==> src/rtl/rtc_bus_scheduler_if.sv <==
// Requester handshake plus RTC pad signals shared between the scheduler
// and its environment. The scheduler itself uses the master view.
`timescale 1ns/1ps
interface rtc_bus_scheduler_if;
  logic       req_clr;
  logic       req_wr;
  logic [7:0] wr_addr;
  logic [7:0] wr_data;
  logic [7:0] bus_in;
  logic [7:0] bus_out;
  logic       bus_oe;
  logic       CSO;
  logic       ADO;
  logic       WRO;
  logic       RDO;
  logic       clr_ack;
  logic       wr_ack;
  logic       rd_valid;
  logic [2:0] rd_idx;
  logic [7:0] rd_data;
  logic       busy;

  modport master (
    input  req_clr, req_wr, wr_addr, wr_data, bus_in,
    output bus_out, bus_oe, CSO, ADO, WRO, RDO,
    output clr_ack, wr_ack, rd_valid, rd_idx, rd_data, busy
  );

  modport slave (
    output req_clr, req_wr, wr_addr, wr_data, bus_in,
    input  bus_out, bus_oe, CSO, ADO, WRO, RDO,
    input  clr_ack, wr_ack, rd_valid, rd_idx, rd_data, busy
  );
endinterface

==> src/rtl/rtc_bus_scheduler.sv <==
// Arbitrates clear / user-write / periodic refresh-read onto the multiplexed
// RTC bus and sequences one address+data transaction per grant.
`timescale 1ns/1ps
module rtc_bus_scheduler #(
  parameter int unsigned T_PULSE     = 4,
  parameter int unsigned T_GAP       = 2,
  parameter int unsigned REFRESH_CYC = 1000,
  parameter int unsigned N_READ      = 6,
  parameter logic [7:0]  READ_BASE   = 8'h21,
  parameter logic [7:0]  CLR_ADDR    = 8'h02,
  parameter logic [7:0]  CLR_DATA    = 8'h10
) (
  input logic                 CLK,
  input logic                 Reset,
  rtc_bus_scheduler_if.master bus
);

  localparam int unsigned PH_MAX = (T_PULSE > T_GAP) ? T_PULSE : T_GAP;
  localparam int unsigned CW     = (PH_MAX > 1) ? $clog2(PH_MAX) : 1;
  localparam int unsigned RW     = (REFRESH_CYC > 1) ? $clog2(REFRESH_CYC) : 1;
  localparam logic [CW-1:0] PULSE_LAST = CW'(T_PULSE - 1);
  localparam logic [CW-1:0] GAP_LAST   = CW'(T_GAP - 1);
  localparam logic [RW-1:0] REF_LAST   = RW'(REFRESH_CYC - 1);
  localparam logic [2:0]    IDX_LAST   = 3'(N_READ - 1);

  typedef enum logic [2:0] {S_IDLE, S_ADDR, S_AGAP, S_DATA, S_DGAP, S_DONE} state_t;
  typedef enum logic [1:0] {K_CLR, K_WR, K_RD} kind_t;

  state_t        state_reg, state_next;
  kind_t         kind_reg, kind_next;
  logic [CW-1:0] cnt_reg, cnt_next;
  logic [7:0]    addr_reg, addr_next;
  logic [7:0]    data_reg, data_next;
  logic [RW-1:0] ref_cnt_reg, ref_cnt_next;
  logic          pend_reg, pend_next;
  logic [2:0]    idx_reg, idx_next;
  logic [7:0]    cap_reg;

  logic       cso_reg, ado_reg, wro_reg, rdo_reg, oe_reg;
  logic       cso_next, ado_next, wro_next, rdo_next, oe_next;
  logic [7:0] out_reg, out_next;
  logic       clr_ack_reg, wr_ack_reg, rd_valid_reg, busy_reg;
  logic       clr_ack_next, wr_ack_next, rd_valid_next, busy_next;
  logic [2:0] rd_idx_reg;
  logic [7:0] rd_data_reg;

  logic done_rd, last_rd, wrap, cap_en;

  always_comb begin
    state_next = state_reg;
    kind_next  = kind_reg;
    cnt_next   = cnt_reg + 1'b1;
    addr_next  = addr_reg;
    data_next  = data_reg;
    case (state_reg)
      S_IDLE: begin
        cnt_next = '0;
        if (bus.req_clr) begin
          state_next = S_ADDR;
          kind_next  = K_CLR;
          addr_next  = CLR_ADDR;
          data_next  = CLR_DATA;
        end else if (bus.req_wr) begin
          state_next = S_ADDR;
          kind_next  = K_WR;
          addr_next  = bus.wr_addr;
          data_next  = bus.wr_data;
        end else if (pend_reg) begin
          state_next = S_ADDR;
          kind_next  = K_RD;
          addr_next  = READ_BASE + {5'd0, idx_reg};
          data_next  = '0;
        end
      end
      S_ADDR: if (cnt_reg == PULSE_LAST) begin state_next = S_AGAP; cnt_next = '0; end
      S_AGAP: if (cnt_reg == GAP_LAST)   begin state_next = S_DATA; cnt_next = '0; end
      S_DATA: if (cnt_reg == PULSE_LAST) begin state_next = S_DGAP; cnt_next = '0; end
      S_DGAP: if (cnt_reg == GAP_LAST)   begin state_next = S_DONE; cnt_next = '0; end
      S_DONE: begin state_next = S_IDLE; cnt_next = '0; end
      default: begin state_next = S_IDLE; cnt_next = '0; end
    endcase
  end

  // A refresh wrap that lands while a burst is still pending is dropped.
  always_comb begin
    done_rd      = (state_next == S_DONE) && (kind_reg == K_RD);
    last_rd      = done_rd && (idx_reg == IDX_LAST);
    wrap         = (ref_cnt_reg == REF_LAST);
    ref_cnt_next = wrap ? '0 : ref_cnt_reg + 1'b1;
    pend_next    = pend_reg ? !last_rd : wrap;
    idx_next     = idx_reg;
    if (done_rd) idx_next = last_rd ? 3'd0 : idx_reg + 3'd1;
    cap_en = (state_reg == S_DATA) && (cnt_reg == PULSE_LAST) && (kind_reg == K_RD);
  end

  // Outputs are decoded from the next state so every pin is a flop output.
  always_comb begin
    cso_next = 1'b1;
    ado_next = 1'b1;
    wro_next = 1'b1;
    rdo_next = 1'b1;
    oe_next  = 1'b0;
    out_next = '0;
    case (state_next)
      S_ADDR: begin
        cso_next = 1'b0; ado_next = 1'b0; wro_next = 1'b0;
        oe_next  = 1'b1; out_next = addr_next;
      end
      S_AGAP: begin
        ado_next = 1'b0; oe_next = 1'b1; out_next = addr_next;
      end
      S_DATA: begin
        cso_next = 1'b0;
        if (kind_next == K_RD) begin
          rdo_next = 1'b0;
        end else begin
          wro_next = 1'b0; oe_next = 1'b1; out_next = data_next;
        end
      end
      default: ;
    endcase
    clr_ack_next  = (state_next == S_DONE) && (kind_next == K_CLR);
    wr_ack_next   = (state_next == S_DONE) && (kind_next == K_WR);
    rd_valid_next = (state_next == S_DONE) && (kind_next == K_RD);
    busy_next     = (state_next != S_IDLE);
  end

  always_ff @(posedge CLK or negedge Reset) begin
    if (!Reset) begin
      state_reg    <= S_IDLE;
      kind_reg     <= K_CLR;
      cnt_reg      <= '0;
      addr_reg     <= '0;
      data_reg     <= '0;
      ref_cnt_reg  <= '0;
      pend_reg     <= 1'b0;
      idx_reg      <= '0;
      cap_reg      <= '0;
      cso_reg      <= 1'b1;
      ado_reg      <= 1'b1;
      wro_reg      <= 1'b1;
      rdo_reg      <= 1'b1;
      oe_reg       <= 1'b0;
      out_reg      <= '0;
      clr_ack_reg  <= 1'b0;
      wr_ack_reg   <= 1'b0;
      rd_valid_reg <= 1'b0;
      busy_reg     <= 1'b0;
      rd_idx_reg   <= '0;
      rd_data_reg  <= '0;
    end else begin
      state_reg    <= state_next;
      kind_reg     <= kind_next;
      cnt_reg      <= cnt_next;
      addr_reg     <= addr_next;
      data_reg     <= data_next;
      ref_cnt_reg  <= ref_cnt_next;
      pend_reg     <= pend_next;
      idx_reg      <= idx_next;
      if (cap_en) cap_reg <= bus.bus_in;
      cso_reg      <= cso_next;
      ado_reg      <= ado_next;
      wro_reg      <= wro_next;
      rdo_reg      <= rdo_next;
      oe_reg       <= oe_next;
      out_reg      <= out_next;
      clr_ack_reg  <= clr_ack_next;
      wr_ack_reg   <= wr_ack_next;
      rd_valid_reg <= rd_valid_next;
      busy_reg     <= busy_next;
      if (rd_valid_next) begin
        rd_idx_reg  <= idx_reg;
        rd_data_reg <= cap_reg;
      end
    end
  end

  assign bus.CSO      = cso_reg;
  assign bus.ADO      = ado_reg;
  assign bus.WRO      = wro_reg;
  assign bus.RDO      = rdo_reg;
  assign bus.bus_oe   = oe_reg;
  assign bus.bus_out  = out_reg;
  assign bus.clr_ack  = clr_ack_reg;
  assign bus.wr_ack   = wr_ack_reg;
  assign bus.rd_valid = rd_valid_reg;
  assign bus.rd_idx   = rd_idx_reg;
  assign bus.rd_data  = rd_data_reg;
  assign bus.busy     = busy_reg;

endmodule

==> src/flat_wrapper.sv <==
// flat-port wrapper written by rule: the top's interface ports become plain ports
module rtc_bus_scheduler_flat 
#(
  parameter int unsigned T_PULSE     = 4,
  parameter int unsigned T_GAP       = 2,
  parameter int unsigned REFRESH_CYC = 1000,
  parameter int unsigned N_READ      = 6,
  parameter logic [7:0]  READ_BASE   = 8'h21,
  parameter logic [7:0]  CLR_ADDR    = 8'h02,
  parameter logic [7:0]  CLR_DATA    = 8'h10
)
  (CLK, Reset, bus_req_clr, bus_req_wr, bus_wr_addr, bus_wr_data, bus_bus_in, bus_bus_out, bus_bus_oe, bus_CSO, bus_ADO, bus_WRO, bus_RDO, bus_clr_ack, bus_wr_ack, bus_rd_valid, bus_rd_idx, bus_rd_data, bus_busy);
  rtc_bus_scheduler_if bus_i ();
  input logic CLK;
  input logic Reset;
  input wire logic [$bits(bus_i.req_clr)-1:0] bus_req_clr;
  input wire logic [$bits(bus_i.req_wr)-1:0] bus_req_wr;
  input wire logic [$bits(bus_i.wr_addr)-1:0] bus_wr_addr;
  input wire logic [$bits(bus_i.wr_data)-1:0] bus_wr_data;
  input wire logic [$bits(bus_i.bus_in)-1:0] bus_bus_in;
  output wire logic [$bits(bus_i.bus_out)-1:0] bus_bus_out;
  output wire logic [$bits(bus_i.bus_oe)-1:0] bus_bus_oe;
  output wire logic [$bits(bus_i.CSO)-1:0] bus_CSO;
  output wire logic [$bits(bus_i.ADO)-1:0] bus_ADO;
  output wire logic [$bits(bus_i.WRO)-1:0] bus_WRO;
  output wire logic [$bits(bus_i.RDO)-1:0] bus_RDO;
  output wire logic [$bits(bus_i.clr_ack)-1:0] bus_clr_ack;
  output wire logic [$bits(bus_i.wr_ack)-1:0] bus_wr_ack;
  output wire logic [$bits(bus_i.rd_valid)-1:0] bus_rd_valid;
  output wire logic [$bits(bus_i.rd_idx)-1:0] bus_rd_idx;
  output wire logic [$bits(bus_i.rd_data)-1:0] bus_rd_data;
  output wire logic [$bits(bus_i.busy)-1:0] bus_busy;
  assign bus_i.req_clr = bus_req_clr;
  assign bus_i.req_wr = bus_req_wr;
  assign bus_i.wr_addr = bus_wr_addr;
  assign bus_i.wr_data = bus_wr_data;
  assign bus_i.bus_in = bus_bus_in;
  assign bus_bus_out = bus_i.bus_out;
  assign bus_bus_oe = bus_i.bus_oe;
  assign bus_CSO = bus_i.CSO;
  assign bus_ADO = bus_i.ADO;
  assign bus_WRO = bus_i.WRO;
  assign bus_RDO = bus_i.RDO;
  assign bus_clr_ack = bus_i.clr_ack;
  assign bus_wr_ack = bus_i.wr_ack;
  assign bus_rd_valid = bus_i.rd_valid;
  assign bus_rd_idx = bus_i.rd_idx;
  assign bus_rd_data = bus_i.rd_data;
  assign bus_busy = bus_i.busy;
  rtc_bus_scheduler #(.T_PULSE(T_PULSE), .T_GAP(T_GAP), .REFRESH_CYC(REFRESH_CYC), .N_READ(N_READ), .READ_BASE(READ_BASE), .CLR_ADDR(CLR_ADDR), .CLR_DATA(CLR_DATA)) u_core (.CLK(CLK), .Reset(Reset), .bus(bus_i));
endmodule
==> config.mk <==
export PLATFORM = sky130hd
export DESIGN_NAME = rtc_bus_scheduler_flat
export DESIGN_NICKNAME = d
export VERILOG_FILES = /design/src/rtl/rtc_bus_scheduler_if.sv /design/src/rtl/rtc_bus_scheduler.sv /design/src/flat_wrapper.sv
export SDC_FILE = /design/constraint.sdc
export NUM_CORES = 1
export LEC_CHECK = 0
export CAP_MARGIN = 5
export CORE_ASPECT_RATIO = 0.9
export CORE_MARGIN = 2
export CORE_UTILIZATION = 40
export DETAILED_ROUTE_END_ITERATION = 8
export GPL_TIMING_DRIVEN = 0
export HOLD_SLACK_MARGIN = 0.15
export PLACE_DENSITY = 0.71
export SETUP_SLACK_MARGIN = 0.1
export SYNTH_ARGS = -nofsm -noshare
export SYNTH_HDL_FRONTEND = slang
export SYNTH_SLANG_ARGS = --single-unit
==> constraint.sdc <==
create_clock -name CLK -period 2 [get_ports CLK]
set_input_delay 0.2 -clock CLK [delete_from_list [all_inputs] [get_ports CLK]]
set_output_delay 0.2 -clock CLK [all_outputs]
set_load 0.005 [all_outputs]
==> flow_summary.ini, run 1 <==
[worst_setup_path]
cp_cell_sequence = clkbuf_4 > nor4b_2 > o22ai_1 > o31a_1 > buf_4 > or2_1
crit_slowest_cell = dfrtp_2
critPathMaxStageDelay_ns = 0.45
cp_max_fo = 10
rr_worst_depth = 6
end_kind = register
cp_data_arrival_time_ns = 2.03
path_class = register to register
crit_required_ns = 2.24
crit_path_start_kind = register

[synth]
async_reset_ff_share_pct = 100.0
synth-compound-area-share_pct = 15.19
synthCells = 253
synth_ff_type = dfrtp_1
synth-xor-area-share_pct = 2.232
syn_area_um2 = 3139
ys_ff_latch = 73
synth_area_leaders = dfrtp_1, mux2_2, dfstp_2, a22o_2, a22o_1
synth-simple-area-share_pct = 10.76
synth_top_family_by_area = compound AO/OA/AOI/OAI gates
yosysMostFrequentCell = dfrtp_1
muxShareOfSynthArea_pct = 6.776
syn_avg_cell_area_um2 = 12.41
synth_adder_area_share_pct = 2.391
synth.distinct_cells = 53
ys_warn_count = 0
syn_nets = 287
yosysSeqAreaShare_pct = 58.35
synth_top_area_share_pct = 55.00
synth_top_cell_by_area = dfrtp_1
ys_top_cells_by_count = dfrtp_1, mux2_2, nor2_1
synth_edf_count = 0

[detailed_routing]
dr.pass1.iters = 4
drtAntennaViolNets = 0
vias = 2216
drt-initial-drc-count = 99
routedWlPerCell_um = 14.65
routed_via_density = 5.178
drc_errors = 0
wirelength_um = 6272

[timing]
setup_slack_ns = 0.2060
slew_headroom_pct = 40.67
fmax_mhz = 557.4
drv_slew = 0
tns_ns = 0
setup_viol = 0
worstMarginPinSlew_ns = 0.8899
hold_violations = 0
grt_setup_unrepaired = no
min_period_ns = 1.794
post-route-period-util_pct = 89.70
fin_skew_ns = 0.01333
whs_ns = 0.4565

[global_routing]
grt_start_max_net_pins = 74
grt_pass1_wl_um = 10570
overflow = 0
grt.total_usage_pct = 15.66
antenna_found_initial = 0
grt_pass1_vias = 2206

[flow_run]
max_cap_viol_count = 0

[layout]
fillCellCount = 658
drive_gt1_share_pct = 23.49
diodes = 0
area_delta_synth_final_pct = 31.25
largest_reg_flops = 10
nNetsFinal = 361

[place]
place_congestion = 0.7999
hpwl_um = 4252
dp_slack_ns = -0.006742
portBuffers = 54

[floorplanning]
die-height_um = 88.05
design.core.area_um2 = 7582
die-area_um2 = 8574
pin_count = 56
start_util_pct = 41.40
die_w_um = 97.38
rows = 30

[power]
p_comb_share_pct = 30.8
vdd_drop_max_mv = 0.5102
p_seq_share_pct = 41.4
swShare_pct = 30.21
p_int_uw = 3182
power_uw = 4559
p_switching_uw = 1377
clkPwrFrac_pct = 27.8
power.leakage_uw = 0.001872
powerDensity_nw_per_um2 = 1107

[clock_network]
cts.path.max_buffers = 2
tritoncts = yes
htreeDepth = 3
cts.sinks = 73
clockRootBuffer = clkbuf_8
clkTransAtPathRegs_ns = 0.08
clk_latency_ns = 0.35
numCtsBuffers = 9

[worst_hold_path]
hold_class = input port to register
hold_path_depth = 2

[outcome]
status = completed
## layout by cell type (no fill, tap or decap), types with 4 or more instances in the layout
master,Yosys,final
dfrtp_1,69,68
clkdlybuf4s50_1,0,53
mux2_2,18,18
nor2_1,15,15
o21ai_0,13,13
inv_1,12,12
a22o_2,10,10
buf_4,1,10
a22o_1,9,9
clkbuf_8,0,9
nand2_1,8,8
clkbuf_1,5,6
a21oi_1,6,6
nand3_1,6,6
ha_1,6,6
xnor2_1,5,5
nor2b_1,5,5
buf_2,6,4
or3_1,4,4
nand2b_1,4,4
dfstp_2,4,4
## final timing paths
check / end / slack, ns / startpoint
min reg2reg: u_core.ref_cnt_reg[0]$_DFF_PN0_ / 0.46 / u_core.ref_cnt_reg[0]$_DFF_PN0_
min: u_core.cap_reg[4]$_DFFE_PN0P_ / 0.46 / bus_bus_in[4]
max reg2reg: u_core.bus.bus_oe$_DFF_PN0_ / 0.21 / u_core.state_reg[0]$_DFF_PN0_
min in group asynchronous: u_core.bus.bus_out[3]$_DFF_PN0_ / 0.51 / Reset
max in group asynchronous: u_core.state_reg[0]$_DFF_PN0_ / 0.85 / Reset
max: u_core.bus.bus_oe$_DFF_PN0_ / 0.21 / u_core.state_reg[0]$_DFF_PN0_
## per-stage QoR
step                      utilization [%]  instances  instance area, um^2
after floorplan                         -        253                 3139
after global placement              50.12        403                 3800
after detailed placement            50.08        403                 3797
after CTS                           53.38        420                 4048
after global routing                54.34        428                 4120
final                               54.34        428                 4120
## cells by family after synthesis
family | count (synthesis)
AO/OA/AOI/OAI | 62
XOR/XNOR | 8
adder cells (fa/ha/maj) | 6
buffers and inverters | 27
flip-flops | 73
multiplexers | 19
AND/OR/NAND/NOR | 58
## critical path: cells and delay by family (launching register included)
family                 cells  cell delay, ns
AO/OA/AOI/OAI              2            0.37
buffers and inverters      2            0.38
flip-flops                 1            0.45
AND/OR/NAND/NOR            2            0.48
## power by group through the flow
stage / Sequential (uW) / Combinational (uW) / Clock, uW
floorplan: 1900 / 874 / 0
global placement: 1900 / 1340 / 0
detailed placement: 1900 / 1380 / 0
CTS: 1880 / 1410 / 1300
global route: 1920 / 1560 / 1350
finish: 1890 / 1400 / 1270
## area by class of cell
cell class	instances	area (um^2)	area share (%)
tap	96	120.1	2.915
inverter	12	45.04	1.093
clock buffer	10	127.6	3.097
timing repair buffer	63	608.1	14.76
sequential	73	1833	44.49
buffer	15	95.09	2.308
clock inverter	6	92.59	2.247
multi-input combinational	153	1199	29.09
## repair_timing
item | CTS | global route
hold endpoints to repair | 69 | 0
hold buffers | 1 | 0
setup buffers | 0 | 8
resized for setup | 3 | 5
pin swaps | 0 | 2
endpoints found under the setup margin | 14 | 10
cloned | 0 | 0
## routing by layer
layer / GRT usage (%) / share of wire [%] / vias to the layer above
met5: 0 / 0 / -
met4: 6.061 / 1.6 / 0
met3: 4.389 / 4.2 / 9
met2: 25.52 / 49 / 52
met1: 20.19 / 45 / 1101
li1: - / - / 1054
(Power assumes the default switching activity.)
==> run 2: changes to the inputs <==
PLACE_DENSITY = default   (was 0.71)
==> run 2 against run 1 <==
Via count shrank 2.2%. Global-route usage decreased by 0.26 points. First-iteration DRC count fell by 26%. Total power grew 0.16%. Die area is the same. Critical path depth stayed put. Hold slack worse by 0.10 ns. Largest cell class unchanged. Largest power group unchanged.
==> flow_summary.ini, run 2 (synthesis results as in run 1) <==
[global_routing]
global_route.usage.met1_pct = 20.80
overflow = 0
grt_pass1_wl_um = 10340
grt_start_max_net_pins = 39
met3_usage_pct = 4.549
antenna_found_initial = 0
grt_busiest_layer = met2
grt.total_usage_pct = 15.40
use_met2_pct = 24.08
grt_pass1_vias = 2107

[timing]
setup_viol = 0
slew_headroom_pct = 62.68
fmax_mhz = 555.8
worstMarginPinSlew_ns = 0.5580
post-route-period-util_pct = 89.96
hold_violations = 0
min_period_ns = 1.799
fin_skew_ns = 0.01014
whs_ns = 0.3532
drv_slew = 0
grt_setup_unrepaired = yes
tns_ns = 0

[worst_setup_path]
crit_slowest_cell = dfrtp_1
path_class = register to register
crit_path_start_kind = register
cp_cell_sequence = buf_2 > nor4b_2 > o22ai_1 > o31a_1 > buf_4 > a22o_1
path_buf_inv = 2
critPathTopFamily = compound AO/OA/AOI/OAI gates
cp_data_arrival_time_ns = 2.03
crit_required_ns = 2.23
cp_max_fo = 10
end_kind = register
critPathMaxStageDelay_ns = 0.43

[layout]
largest_reg_flops = 10
area_delta_synth_final_pct = 29.69
fillCellCount = 681
layout_commonest_cell = dfrtp_1
nNetsFinal = 354
mostFrequentLayoutCells = dfrtp_1, clkdlybuf4s50_1, mux2_2
final_cells = 421
drive_gt1_share_pct = 21.85
diodes = 0

[power]
swShare_pct = 30.48
p_int_uw = 3175
power.leakage_uw = 0.001848
power_uw = 4566
p_comb_share_pct = 31.1
p_seq_share_pct = 41.1
powerDensity_nw_per_um2 = 1122
clkPwrFrac_pct = 27.8
p_switching_uw = 1392
vdd_drop_max_mv = 0.7801

[clock_network]
clk_latency_ns = 0.35
cts.path.max_buffers = 2
tritoncts = yes
cts.sinks = 73
htreeDepth = 3
clkTransAtPathRegs_ns = 0.08
numCtsBuffers = 9
clockRootBuffer = clkbuf_8
cts_setup_buffers = 0

[detailed_routing]
dr.pass1.iters = 4
drc_errors = 0
routed_via_density = 5.147
routedWlPerCell_um = 15.11
vias = 2167
wirelength_um = 6361
drtAntennaViolNets = 0
drt-initial-drc-count = 73

[floorplanning]
die_w_um = 97.38
design.core.area_um2 = 7582
pin_count = 56
start_util_pct = 41.40
die-height_um = 88.05
rows = 30
die-area_um2 = 8574

[place]
portBuffers = 54
dp_cells = 404
place_congestion = 0.7531
hpwl_um = 4366

[outcome]
status = completed

[worst_hold_path]
hold_class = input port to asynchronous set/reset pin

[flow_run]
max_cap_viol_count = 0
-- run 2: cell count changes in the layout (fill, tap and decap cells not counted) --
cell and delta:
buf_4 -8, buf_2 +2, clkbuf_4 -2, clkinv_2 +2
clkinv_4 -2, buf_12 +1, clkbuf_1 -1, dfrtp_1 +1
dfrtp_2 -1, inv_6 +1
-- run 2: what timing repair did --
item | in CTS | in global routing
endpoints found under the hold margin | 32 | 0
cloned | 0 | 0
resized for setup | 2 | 3
hold buffers | 1 | 0
endpoints found under the setup margin | 10 | 15
-- run 2: stage by stage --
step | utilization, % | cell area (um^2) | setup slack (ns)
final | 53.70 | 4071 | 0.2008
after global routing | 53.70 | 4071 | 0.09546
after CTS | 53.50 | 4056 | 0.1624
after detailed placement | 50.35 | 3817 | -0.006128
after global placement | 50.12 | 3800 | -1.814
after floorplan | - | 3139 | 0.3651
-- run 2: worst reg2reg max path, delay by kind of cell (launching register included) --
kind / cells / cell delay, ns
AO/OA/AOI/OAI: 3 / 0.60
buffers and inverters: 2 / 0.38
flip-flops: 1 / 0.43
AND/OR/NAND/NOR: 1 / 0.28
-- run 2: path summary, 6_finish.rpt --
check	slack, ns	cells past startpoint	end	startpoint
min in group CLK	0.43	3	u_core.data_reg[4]$_DFF_PN0_	bus_req_clr
max in group asynchronous	1.08	3	u_core.state_reg[2]$_DFF_PN0_	Reset
min	0.35	2	u_core.ref_cnt_reg[7]$_DFF_PN0_	Reset
max reg2reg	0.20	6	u_core.bus.bus_out[7]$_DFF_PN0_	u_core.state_reg[0]$_DFF_PN0_
max	0.20	6	u_core.bus.bus_out[7]$_DFF_PN0_	u_core.state_reg[0]$_DFF_PN0_
min reg2reg	0.46	1	u_core.ref_cnt_reg[0]$_DFF_PN0_	u_core.ref_cnt_reg[0]$_DFF_PN0_
-- run 2: cell type report --
type	count	area, um^2	area share, %
sequential	73	1832	44.99
clock buffer	9	123.9	3.042
tap	96	120.1	2.950
multi-input combinational	153	1199	29.44
clock inverter	7	93.84	2.305
timing repair buffer	56	568.0	13.95
inverter	12	45.04	1.106
buffer	15	90.09	2.213
-- run 2: routing by layer --
metal	routed length [um]	up-vias
met5	0	-
met1	3069	1084
met4	93	0
met2	2954	39
li1	-	1037
met3	243	7
-- run 2: power by group through the flow --
stage          registers, uW  clock network [uW]  logic, uW
6_report                1880                1270       1420
5_1_grt                 1900                1350       1550
3_5_place_dp            1900                   0       1380
2_1_floorplan           1900                   0        874
3_3_place_gp            1900                   0       1370
4_1_cts                 1880                1300       1400
==> run 3: changes to the inputs <==
CTS_CLUSTER_SIZE = 14   (was default)
==> results of run 3 <==
The final DEF is identical to that of run 2; final timing and power are the same.
